===== src/rtl/intersection_controller.sv =====
`default_nettype none
// +----------------------------------------------------------------------------+
// | intersection_controller: two-road light sequencer with pedestrian WALK.   |
// | Revision: 1.0                                                              |
// +----------------------------------------------------------------------------+
module intersection_controller #(
    parameter int TICKS_PER_SEC = 24_000_000,
    parameter int GREEN_S       = 5,
    parameter int GREEN_MIN_S   = 2,
    parameter int AMBER_S       = 2,
    parameter int ALLRED_S      = 1,
    parameter int WALK_S        = 3
) (
    input  logic       clk,
    input  logic       rst_n,
    input  logic       ped_btn_n,
    output logic [2:0] led_a,
    output logic [2:0] led_b,
    output logic       walk_n,
    output logic [2:0] phase
);

    localparam int PRE_W  = (TICKS_PER_SEC > 1) ? $clog2(TICKS_PER_SEC) : 1;
    localparam int MAX_GA = (GREEN_S > AMBER_S) ? GREEN_S : AMBER_S;
    localparam int MAX_RW = (ALLRED_S > WALK_S) ? ALLRED_S : WALK_S;
    localparam int MAX_S  = (MAX_GA > MAX_RW) ? MAX_GA : MAX_RW;
    localparam int TMR_W  = (MAX_S > 1) ? $clog2(MAX_S) : 1;

    localparam logic [2:0] S_A_GRN = 3'd0;
    localparam logic [2:0] S_A_AMB = 3'd1;
    localparam logic [2:0] S_RED_A = 3'd2;
    localparam logic [2:0] S_B_GRN = 3'd3;
    localparam logic [2:0] S_B_AMB = 3'd4;
    localparam logic [2:0] S_RED_B = 3'd5;
    localparam logic [2:0] S_WALK  = 3'd6;

    localparam logic DIR_A = 1'b0;
    localparam logic DIR_B = 1'b1;

    // Head encoding is active-low: {amber, red, green}
    localparam logic [2:0] HEAD_GRN = 3'b110;
    localparam logic [2:0] HEAD_AMB = 3'b011;
    localparam logic [2:0] HEAD_RED = 3'b101;

    logic [PRE_W-1:0] presc_q, presc_d;
    logic [TMR_W-1:0] timer_q, timer_d;
    logic [2:0]       state_q, state_d;
    logic             next_dir_q, next_dir_d;
    logic             ped_pending_q, ped_pending_d;
    logic [2:0]       sync_q, sync_d;
    logic [2:0]       led_a_q, led_a_d;
    logic [2:0]       led_b_q, led_b_d;
    logic             walk_n_q, walk_n_d;
    logic             tick;
    logic             press;
    logic             green_done;

    always_comb begin
        tick       = (presc_q == PRE_W'(TICKS_PER_SEC - 1));
        presc_d    = tick ? '0 : presc_q + 1'b1;
        sync_d     = {sync_q[1:0], ped_btn_n};
        press      = sync_q[2] & ~sync_q[1];
        green_done = (timer_q == TMR_W'(GREEN_S - 1)) ||
                     (ped_pending_q && (timer_q >= TMR_W'(GREEN_MIN_S - 1)));

        state_d    = state_q;
        next_dir_d = next_dir_q;
        case (state_q)
            S_A_GRN: if (tick && green_done) state_d = S_A_AMB;
            S_A_AMB: if (tick && timer_q == TMR_W'(AMBER_S - 1)) state_d = S_RED_A;
            S_RED_A: if (tick && timer_q == TMR_W'(ALLRED_S - 1)) begin
                state_d    = ped_pending_q ? S_WALK : S_B_GRN;
                next_dir_d = DIR_B;
            end
            S_B_GRN: if (tick && green_done) state_d = S_B_AMB;
            S_B_AMB: if (tick && timer_q == TMR_W'(AMBER_S - 1)) state_d = S_RED_B;
            S_RED_B: if (tick && timer_q == TMR_W'(ALLRED_S - 1)) begin
                state_d    = ped_pending_q ? S_WALK : S_A_GRN;
                next_dir_d = DIR_A;
            end
            S_WALK:  if (tick && timer_q == TMR_W'(WALK_S - 1))
                state_d = (next_dir_q == DIR_A) ? S_A_GRN : S_B_GRN;
            default: state_d = S_RED_B;
        endcase

        if (state_d != state_q) begin
            timer_d = '0;
        end else if (tick) begin
            timer_d = timer_q + 1'b1;
        end else begin
            timer_d = timer_q;
        end

        // A press on the WALK-entry edge must survive the clear
        if (press) begin
            ped_pending_d = 1'b1;
        end else if (state_d == S_WALK && state_q != S_WALK) begin
            ped_pending_d = 1'b0;
        end else begin
            ped_pending_d = ped_pending_q;
        end

        led_a_d  = HEAD_RED;
        led_b_d  = HEAD_RED;
        walk_n_d = 1'b1;
        case (state_d)
            S_A_GRN: led_a_d  = HEAD_GRN;
            S_A_AMB: led_a_d  = HEAD_AMB;
            S_B_GRN: led_b_d  = HEAD_GRN;
            S_B_AMB: led_b_d  = HEAD_AMB;
            S_WALK:  walk_n_d = 1'b0;
            default: ;
        endcase
    end

    always_ff @(posedge clk or negedge rst_n) begin
        if (!rst_n) begin
            presc_q       <= '0;
            timer_q       <= '0;
            state_q       <= S_RED_B;
            next_dir_q    <= DIR_A;
            ped_pending_q <= 1'b0;
            sync_q        <= 3'b111;
            led_a_q       <= HEAD_RED;
            led_b_q       <= HEAD_RED;
            walk_n_q      <= 1'b1;
        end else begin
            presc_q       <= presc_d;
            timer_q       <= timer_d;
            state_q       <= state_d;
            next_dir_q    <= next_dir_d;
            ped_pending_q <= ped_pending_d;
            sync_q        <= sync_d;
            led_a_q       <= led_a_d;
            led_b_q       <= led_b_d;
            walk_n_q      <= walk_n_d;
        end
    end

    assign led_a  = led_a_q;
    assign led_b  = led_b_q;
    assign walk_n = walk_n_q;
    assign phase  = state_q;

endmodule
`default_nettype wire

===== config.mk =====
export PLATFORM = sky130hd
export DESIGN_NAME = intersection_controller
export DESIGN_NICKNAME = d
export VERILOG_FILES = /design/src/rtl/intersection_controller.sv
export SDC_FILE = /design/constraint.sdc
export NUM_CORES = 1
export LEC_CHECK = 0
export ABC_AREA = 1
export CAP_MARGIN = 20
export CORE_MARGIN = 5
export CORE_UTILIZATION = 47
export DETAILED_ROUTE_END_ITERATION = 10
export PLACE_DENSITY = 0.73
export SYNTH_ARGS = -nofsm -noshare
export SYNTH_HDL_FRONTEND = slang
export SYNTH_SLANG_ARGS = --single-unit

===== constraint.sdc =====
create_clock -name clk -period 2.7 [get_ports clk]
set_input_delay 0.405 -clock clk [delete_from_list [all_inputs] [get_ports clk]]
set_output_delay 0.405 -clock clk [all_outputs]
set_load 0.01 [all_outputs]

==> impl_metrics.json <==
{
  "status": "finished, final reports clean",
  "drv_slew": 0,
  "fin_ws_ns": 0.577,
  "cts_setup_buffers": 0,
  "synth_cells": 306,
  "die_w_um": 83.9,
  "r2r-start": "presc_q[0]",
  "insertion_delay_ns": 0.29,
  "finalSetupTns_ns": 0,
  "grtUsageTotal_pct": 15.8,
  "num_vias": 1981,
  "critPathMaxStageDelay_ns": 0.40,
  "worstPathRequired_ns": 2.87,
  "finalCritPeriodShare_pct": 78.6,
  "synth_nets": 314,
  "initial_core_util_pct": 47.5,
  "slowest_stage": "dfrtp_1",
  "final_cell_mix": "nand2_1 (55), inv_1 (50), dfrtp_1 (33)",
  "die_area_um2": 7040,
  "die_height_um": 83.9,
  "worst_r2r_path_depth": 14,
  "grt_pass1_wl_um": 9120,
  "grt_overflow": 0,
  "ir_drop_v": 0.000236,
  "mostFrequentLayoutCell": "nand2_1",
  "placed_area_um2": 2760,
  "crit_path_max_fanout": 8,
  "drc": 0,
  "min_period_ns": 2.12,
  "grt_pass1_vias": 1964,
  "powerDensity_nw_per_um2": 387,
  "h-tree-depth": 2,
  "slew_headroom_pct": 68.9,
  "core_um2": 5410,
  "rsz0062_at_grt": "no",
  "grt_max_degree": 44,
  "r2r-end": "timer_q[1]",
  "wl_per_cell_um": 13.0,
  "ys_seq_area_share_pct": 42.4,
  "max_cap_violations": 0,
  "async_flop_share_pct": 100,
  "ctsHoldBuffers": 0,
  "gp_congestion": 0.973,
  "diodes": 0,
  "synth.distinct_cells": 36,
  "worstMarginPinSlew_ns": 0.462,
  "finalHoldViolCount": 0,
  "drive_gt1_share_pct": 21.9,
  "nFillCells": 511,
  "viasPerCell": 5.00,
  "yosys.area.top_type": "dfrtp_1",
  "clk_path_buf_depth": 2,
  "drt_iter0_markers": 160,
  "cts_tree": "built",
  "dr.pass1.iters": 5,
  "ys_ff_latch": 43,
  "antenna_found_initial": 0,
  "final_nets": 331,
  "synth_top_area_share_pct": 32.2,
  "clkSinkCount": 43,
  "cp-end-kind": "flip-flop",
  "dp_hpwl_um": 3940,
  "final_core_util_pct": 53.3,
  "clockRootBuffer": "clkbuf_8",
  "cts_buffers": 5,
  "cp.arrival_ns": 2.30,
  "r2r_slack_ns": 0.58,
  "synth_warnings": 0,
  "rows": 27,
  "setup_viol": 0,
  "cp_cell_sequence": "ha_1, nand2_2, nor2_4, nand2_4, nor2_8, nand2_4, clkinv_2, nand3_2, nand2_1, nand2_2, nand2_4, nand2_1, nand2_2, nor3_2",
  "ys.flop_type": "dfrtp_1",
  "fmax_mhz": 471,
  "power_leakage_nw": 1.44,
  "ios": 13,
  "critPathKind": "flip-flop to flip-flop",
  "ant_nets": 0,
  "hp-class": "input port to asynchronous set/reset pin",
  "clk_pin_slew_ns": 0.08,
  "avgSynthCellArea_um2": 8.39,
  "startpoint_type": "flip-flop",
  "io_buffers": 12,
  "drt-total-wl_um": 5150,
  "hold_slack_ns": 0.000849,
  "syn-cell-area_um2": 2570,
  "synth_edf_count": 0,
  "design_area_um2": 2880,
  "cts_resized": 0,
  "areaGrowthSynthToFinish_pct": 12.2,
  "preCtsSetupSlack_ns": 0.593,
  "skew_ns": 0.00761,
  "synthTopCellsByArea": "dfrtp_1 (32%), dfstp_2 (10%), nand2_1 (8.0%)"
}
logic make-up after synthesis:
| logic type | count (synthesis) | synth area share (%) |
|---|---|---|
| xor gates and xnor gates | 9 | 3.07 |
| and+or+nand+nor | 169 | 38.4 |
| AOI/OAI and AO/OA | 22 | 5.07 |
| buffers and inverters | 58 | 8.58 |
| DFF | 43 | 42.4 |
| adders and majority gates | 5 | 2.44 |
stage by stage:
step | cells | total power, mW
after floorplan | 306 | 0.662
after global placement | 387 | 0.676
after detailed placement | 387 | 0.677
after CTS | 395 | 1.12
after global routing | 396 | 1.16
final | 396 | 1.11
how the worst max path moves through the flow:
stage / start / endpoint / slack (ns) / depth (start not counted)
2_1_floorplan: presc_q[0] / timer_q[1] / 0.86 / 14
3_3_place_gp: presc_q[0] / led_a[2] / 0.62 / 13
3_5_place_dp: presc_q[0] / timer_q[1] / 0.59 / 14
4_1_cts: presc_q[0] / presc_q[20] / 0.58 / 11
5_1_grt: presc_q[0] / presc_q[20] / 0.38 / 11
6_report: presc_q[0] / timer_q[1] / 0.58 / 14
worst max-delay path, delay by kind of cell (launching register included):
kind                       cells  cell delay, ns
buffers and inverters          1            0.15
adders and majority gates      1            0.21
and+or+nand+nor               12            1.24
DFF                            1            0.40
layer usage:
layer	vias to the layer above	global-route usage [%]	share of wire (%)
met1	916	21.7	46
met3	2	2.27	4.5
met4	0	4.82	0.76
met2	44	25.9	48
li1	1019	-	-
met5	-	0	0
synthesized netlist by cell type, types with 2 or more instances:
cell / number
dfrtp_1: 33
inv_2: 4
nand3_4: 2
nor2_4: 4
clkbuf_1: 2
dfstp_2: 10
nand4_1: 10
nor4_1: 5
xor2_1: 8
o21ai_0: 9
nor3_1: 12
nor3_2: 5
a21oi_1: 7
nand3_2: 5
inv_1: 50
nor2_8: 3
nor2_1: 21
nand2_2: 11
nand2_1: 55
nor3b_1: 2
ha_1: 5
nand3_1: 18
nor2_2: 9
nand2_4: 4
where the power goes:
group | internal [mW] | switching, mW | total [mW]
Sequential | 0.648 | 0.000740 | 0.649
Combinational | 0.00494 | 0.0130 | 0.0179
Clock | 0.234 | 0.213 | 0.446
area by class of cell:
cell class / count / area, µm² / share of cell area [%]
tap: 72 / 90.1 / 3.13
multi-input combinational: 205 / 1260 / 43.7
inverter: 55 / 208 / 7.21
timing repair buffer: 13 / 135 / 4.69
clock buffer: 8 / 100 / 3.48
sequential: 43 / 1090 / 37.8
flip-flops by register name, indices dropped and copies added, names as in the netlist:
name           cells
timer_q            3
presc_q           25
sync_q             3
walk_n             1
phase              3
led_a              3
next_dir_q         1
led_b              3
ped_pending_q      1
(Power assumes the default switching activity.)
